===== config.mk =====
export PLATFORM = sky130hd
export DESIGN_NAME = pll_md_ctrl
export DESIGN_NICKNAME = d
export VERILOG_FILES = /design/src/rtl/pll_md_ctrl.sv
export SDC_FILE = /design/constraint.sdc
export NUM_CORES = 1
export LEC_CHECK = 0
export BUFFER_PORTS_ARGS = -buffer_cell sky130_fd_sc_hd__clkbuf_2
export CORE_ASPECT_RATIO = 0.7
export CORE_MARGIN = 3
export CORE_UTILIZATION = 54
export DETAILED_ROUTE_END_ITERATION = 6
export PLACE_DENSITY = 0.83
export SLEW_MARGIN = 20
export SYNTH_ARGS = -nofsm -noshare
export SYNTH_HDL_FRONTEND = slang
export SYNTH_SLANG_ARGS = --single-unit

===== constraint.sdc =====
create_clock -name clk -period 1.9 [get_ports clk]
set_input_delay 0.19 -clock clk [delete_from_list [all_inputs] [get_ports clk]]
set_output_delay 0.19 -clock clk [all_outputs]
set_load 0.01 [all_outputs]

===== src/rtl/pll_md_ctrl.sv =====
// pll_md_ctrl: host-facing controller that programs PLL divider registers over
// the MD bus (address-load + write/read slots), waits for the PLL to relock
// after a write, and returns a single-cycle response per request.
module pll_md_ctrl #(
    parameter int         NUM_CH      = 2,
    parameter logic [7:0] ADDR_BASE   = 8'h10,
    parameter int         LOCK_STABLE = 16,
    parameter int         LOCK_TO     = 4096
) (
    input  logic       clk,
    input  logic       rst_n,
    input  logic       req_valid,
    output logic       req_ready,
    input  logic       req_rd,
    input  logic [2:0] req_ch,
    input  logic [7:0] req_div,
    output logic       rsp_valid,
    output logic [7:0] rsp_data,
    output logic       rsp_err,
    input  logic       lock,
    output logic       lock_lost,
    output logic       mdclk,
    output logic [1:0] mdopc,
    output logic       mdainc,
    output logic [7:0] mdwdi,
    input  logic [7:0] mdrdo
);

    localparam int SW = $clog2(LOCK_STABLE + 1);
    localparam int TW = $clog2(LOCK_TO + 1);
    localparam logic [SW-1:0] STABLE_MAX = SW'(LOCK_STABLE);
    localparam logic [TW-1:0] TO_MAX     = TW'(LOCK_TO);
    localparam logic [3:0]    NUM_CH_W   = 4'(NUM_CH);

    localparam logic [1:0] OPC_NOP  = 2'b00;
    localparam logic [1:0] OPC_WR   = 2'b01;
    localparam logic [1:0] OPC_RD   = 2'b10;
    localparam logic [1:0] OPC_ADDR = 2'b11;

    typedef enum logic [2:0] {
        IDLE,
        CHECK,
        ADDR,
        OP,
        CAPT,
        WAIT_LOCK,
        RESP
    } state_t;

    state_t r_state;
    state_t w_state_nxt;

    logic          r_mdclk;
    logic [1:0]    r_mdopc;
    logic [7:0]    r_mdwdi;
    logic          r_rd;
    logic [2:0]    r_ch;
    logic [7:0]    r_div;
    logic [7:0]    r_rsp_data;
    logic          r_rsp_err;
    logic          r_lock_lost;
    logic [SW-1:0] r_stable;
    logic [TW-1:0] r_total;
    logic [7:0]    r_shadow [8];

    logic          w_slot;
    logic          w_bad;
    logic [7:0]    w_addr;
    logic [7:0]    w_rd_val;
    logic [SW-1:0] w_stable_nxt;
    logic [TW-1:0] w_total_nxt;
    logic          w_stable_hit;
    logic          w_total_hit;

    // Slot boundary: mdclk is currently high, so this edge drives it low and
    // begins a new two-cycle MD slot; all MD-bus phase changes happen here.
    always_comb begin
        w_slot   = r_mdclk;
        w_bad    = ({1'b0, r_ch} >= NUM_CH_W) || (!r_rd && (r_div == '0));
        w_addr   = ADDR_BASE + {5'b0, r_ch};
        w_rd_val = (mdrdo != '0) ? mdrdo : r_shadow[r_ch];
    end

    // Relock counters: consecutive lock-high cycles and total cycles waited.
    always_comb begin
        w_stable_nxt = lock ? (r_stable + SW'(1)) : '0;
        w_total_nxt  = r_total + TW'(1);
        w_stable_hit = (w_stable_nxt >= STABLE_MAX);
        w_total_hit  = (w_total_nxt >= TO_MAX);
    end

    // FSM state register.
    always_ff @(posedge clk or negedge rst_n) begin
        if (!rst_n) begin
            r_state <= IDLE;
        end else begin
            r_state <= w_state_nxt;
        end
    end

    // FSM next-state and handshake outputs; MD-bus states advance only on
    // slot boundaries so each ADDR/OP phase occupies exactly one slot.
    always_comb begin
        w_state_nxt = r_state;
        req_ready   = 1'b0;
        rsp_valid   = 1'b0;
        case (r_state)
            IDLE: begin
                req_ready = 1'b1;
                if (req_valid) begin
                    w_state_nxt = CHECK;
                end
            end
            CHECK: begin
                if (w_bad) begin
                    w_state_nxt = RESP;
                end else if (w_slot) begin
                    w_state_nxt = ADDR;
                end
            end
            ADDR: begin
                if (w_slot) begin
                    w_state_nxt = OP;
                end
            end
            OP: begin
                if (w_slot) begin
                    w_state_nxt = r_rd ? CAPT : WAIT_LOCK;
                end
            end
            CAPT: begin
                if (w_slot) begin
                    w_state_nxt = RESP;
                end
            end
            WAIT_LOCK: begin
                if (w_stable_hit || w_total_hit) begin
                    w_state_nxt = RESP;
                end
            end
            RESP: begin
                rsp_valid   = 1'b1;
                w_state_nxt = IDLE;
            end
            default: begin
                w_state_nxt = IDLE;
            end
        endcase
    end

    // MD clock divider and slot-aligned opcode/data drive.
    always_ff @(posedge clk or negedge rst_n) begin
        if (!rst_n) begin
            r_mdclk <= 1'b0;
            r_mdopc <= OPC_NOP;
            r_mdwdi <= '0;
        end else begin
            r_mdclk <= ~r_mdclk;
            if (w_slot) begin
                case (w_state_nxt)
                    ADDR: begin
                        r_mdopc <= OPC_ADDR;
                        r_mdwdi <= w_addr;
                    end
                    OP: begin
                        r_mdopc <= r_rd ? OPC_RD : OPC_WR;
                        r_mdwdi <= r_rd ? 8'h00 : r_div;
                    end
                    default: begin
                        r_mdopc <= OPC_NOP;
                        r_mdwdi <= '0;
                    end
                endcase
            end
        end
    end

    // Request latch, shadow registers, relock counters, response and lock_lost.
    always_ff @(posedge clk or negedge rst_n) begin
        if (!rst_n) begin
            r_rd        <= 1'b0;
            r_ch        <= '0;
            r_div       <= '0;
            r_rsp_data  <= '0;
            r_rsp_err   <= 1'b0;
            r_lock_lost <= 1'b0;
            r_stable    <= '0;
            r_total     <= '0;
            for (int unsigned k = 0; k < 8; k++) begin
                r_shadow[k] <= '0;
            end
        end else begin
            r_stable <= '0;
            r_total  <= '0;
            case (r_state)
                IDLE: begin
                    if (req_valid) begin
                        r_rd  <= req_rd;
                        r_ch  <= req_ch;
                        r_div <= req_div;
                    end
                    if (!lock) begin
                        r_lock_lost <= 1'b1;
                    end
                end
                CHECK: begin
                    if (w_bad) begin
                        r_rsp_err  <= 1'b1;
                        r_rsp_data <= '0;
                    end
                end
                ADDR: begin
                    if (w_slot && !r_rd) begin
                        r_shadow[r_ch] <= r_div;
                    end
                end
                CAPT: begin
                    if (w_slot) begin
                        r_rsp_data <= w_rd_val;
                        r_rsp_err  <= 1'b0;
                    end
                end
                WAIT_LOCK: begin
                    r_stable <= w_stable_nxt;
                    r_total  <= w_total_nxt;
                    if (w_stable_hit || w_total_hit) begin
                        r_rsp_err  <= !w_stable_hit;
                        r_rsp_data <= r_div;
                    end
                end
                RESP: begin
                    if (!r_rd && !r_rsp_err) begin
                        r_lock_lost <= 1'b0;
                    end
                end
                default: begin
                end
            endcase
        end
    end

    assign mdclk     = r_mdclk;
    assign mdopc     = r_mdopc;
    assign mdwdi     = r_mdwdi;
    assign mdainc    = 1'b0;
    assign rsp_data  = r_rsp_data;
    assign rsp_err   = r_rsp_err;
    assign lock_lost = r_lock_lost;

endmodule


==> impl_metrics.toml <==
[synthesis]
syn_nets = 442
syn_area_um2 = 5530
ys.flop_type = "dfrtp_1"
synth_top_family_by_area = "multiplexers"
synth_compound_area_frac = 0.0642
syn-mean-instance-area_um2 = 13.3
ys_types = 53
muxShareOfSynthArea = 0.252
syn_inst = 416
synthSimpleGateAreaFrac = 0.0954
synth-seq-cells = 118
yosysSeqAreaShare = 0.534
synth_xor_area_frac = 0.0206
synth_edf_count = 0
synthArstFlopShare = 1.00
synth_fa_ha_area_frac = 0.00452
yosys_warnings = 0

[cells_and_area]
final_cells = 657
fin_area_um2 = 7330
final_common_cell = "dfrtp_1"
fillCellCount = 543
drive_above_1_share = 0.516
diodes = 0
final-seq-area_um2 = 2950
final_nets = 543
multi_input_area_um2 = 2690
area_growth_pct = 32.5
most-common-layout-cells = "dfrtp_1 (118), mux2_2 (60), buf_4 (53)"

[detailed_routing]
ant_nets = 0
num_vias = 4135
wl_um = 15400
drt_first_iter_violations = 473
wl_per_cell_um = 23.5
drt_first_pass_iters = 5
viasPerCell = 6.29
drcViolationCount = 0

[status]
violations = "setup timing"
status = "finished, violations left"

[floorplan]
die_w_um = 127
core_area_um2 = 9830
die_area_um2 = 11500
io_pins = 48
num_rows = 30
initial_utilization = 0.563
dieHeight_um = 90.7

[setup_path]
cp.required_ps = 2240
cp.arrival_ps = 2430
worstPathCellList = "nor4_4 > a31oi_2 > buf_4 > a211o_1 > a31oi_4 > clkbuf_16 > nor2_2 > a21oi_1"
cp-start-kind = "register"
end_kind = "register"
critPathTopFamily = "compound AO/OA/AOI/OAI gates"
crit_fanout = 4
critPathMaxStageDelay_ps = 440
slowest_stage = "dfrtp_1"
reg2regPathDepth = 8
worst-setup-path-type = "reg -> reg"
critPathBufInv = 2
crit_cells = 8

[placement]
place.gp.congestion = 0.914
numPortBuffers = 46
post-place-ws_ps = -56.0
post_dp_cell_area_um2 = 6270
dp_cells = 612
hpwl_um = 9410

[cts]
cts_buffers = 17
clock_latency_ps = 430
clkTransAtPathRegs_ps = 50
cts_root_buffer = "clkbuf_16"
clockBufferDepth = 2
cts.htree.levels = 4
clock_sinks = 118
cts_tree = "yes"

[sta]
hold_viol = 0
max_slew.worst_pin.slew_ps = 564
max_slew_margin = 0.624
finalCritPeriodShare = 1.10
setup_violations = 13
setup_slack_ps = -186
clock_skew_ps = 10.7
hold_slack_ps = 2.60
layout_min_cycle_time_ps = 2090
rsz0062_at_grt = "yes"
maxSlewViolCount = 0
fmax_mhz = 479

[pwr]
power.leakage_nw = 3.42
peakVddDrop_uv = 939
power_mw = 11.6
power.density_nw_per_um2 = 1580

[global_route]
grt_usage = 0.268
globalRouteOverflowTotal = 0
first_global_vias = 4209
antenna_found_initial = 0
grt_pass1_wl_um = 23400
grt_max_degree = 42

[hold_path]
whs_path_depth = 2
holdCritPathClass = "in -> reg"

[run]
max_cap_violations = 0
state kept, by name (all words and copies together), names as in the netlist:
register   count
r_stable       5
lock_lost      1
r_div          8
r_ch           3
mdopc          2
r_total       13
mdclk          1
r_rd           1
rsp_data       8
rsp_err        1
r_state        3
r_shadow      64
mdwdi          8
where the power goes:
group	switching (mW)	internal (mW)
Clock	1.13	2.51
Combinational	2.37	2.10
Sequential	0.434	3.04
metal layers:
metal  GRT usage  part of all wire  up-vias
met1       0.364              0.42     2121
met5           0                 0        -
met4       0.100             0.030        0
met3      0.0975             0.082       52
li1            -                 -     1726
met2       0.396              0.47      236
what timing repair did:
action	CTS	global route
setup buffers	2	7
endpoints found under the setup margin	33	39
resized for setup	29	32
endpoints found under the hold margin	42	0
pin swaps	1	11
hold buffers	4	0
cloned	0	2
cells by family (layout without fill, tap and decap cells):
group	count (synthesis)	count (layout)
buffers and inverters	34	147
adder cells (fa/ha/maj)	2	2
multiplexers	110	110
AND/OR/NAND/NOR	92	92
AO/OA/AOI/OAI	46	46
other	1	1
XOR/XNOR	13	13
flip-flops	118	118
path summary, 6_finish.rpt:
path / start / endpoint / slack, ps
worst max-delay path: r_div[7] / rsp_data[1] / -190
worst min-delay path: req_ch[2] / r_ch[2] / 3
worst max register to register: r_div[7] / rsp_data[1] / -190
worst min register to register: r_stable[0] / r_stable[0] / 470
max in group asynchronous: rst_n / mdwdi[0] / 970
min in group asynchronous: rst_n / r_shadow[25] / 320
stage by stage:
| stage | utilization | TNS [ps] |
|---|---|---|
| 6_report | 0.745 | -1440 |
| 5_1_grt | 0.745 | -2570 |
| 4_1_cts | 0.723 | -309 |
| 3_5_place_dp | 0.638 | -736 |
| 3_3_place_gp | 0.638 | 0 |
| 2_1_floorplan | - | -1660 |
synthesized netlist by cell type (all sizes together), types with 2 or more instances:
master | instances | area, um2
dfrtp | 118 | 2950
mux2 | 76 | 856
nor2 | 31 | 116
clkbuf | 18 | 68.8
mux2i | 18 | 180
nand2 | 17 | 63.8
mux4 | 16 | 360
a21oi | 13 | 65.1
buf | 12 | 73.8
nand3 | 8 | 45.0
o22a | 8 | 70.1
xor2 | 8 | 70.1
a22o | 7 | 61.3
nor3 | 7 | 56.3
xnor2 | 5 | 43.8
inv | 4 | 15.0
nand2b | 4 | 25.0
o21ai | 4 | 20.0
a31oi | 3 | 40.0
nand4 | 3 | 18.8
nor2b | 3 | 18.8
nor4 | 3 | 25.0
and2 | 2 | 12.5
and4 | 2 | 17.5
and4b | 2 | 20.0
ha | 2 | 25.0
nand4b | 2 | 17.5
nor4b | 2 | 47.6
o221ai | 2 | 17.5
o2bb2ai | 2 | 17.5
o41ai | 2 | 17.5
or3 | 2 | 12.5
final cells by class:
class,count,area share
Inverter,4,0.00205
Sequential cell,118,0.403
Clock inverter,9,0.0270
Timing Repair Buffer,112,0.116
Tap cell,128,0.0219
Clock buffer,22,0.0633
Multi-Input combinational cell,264,0.367
Power figures use the tool's default switching activity.
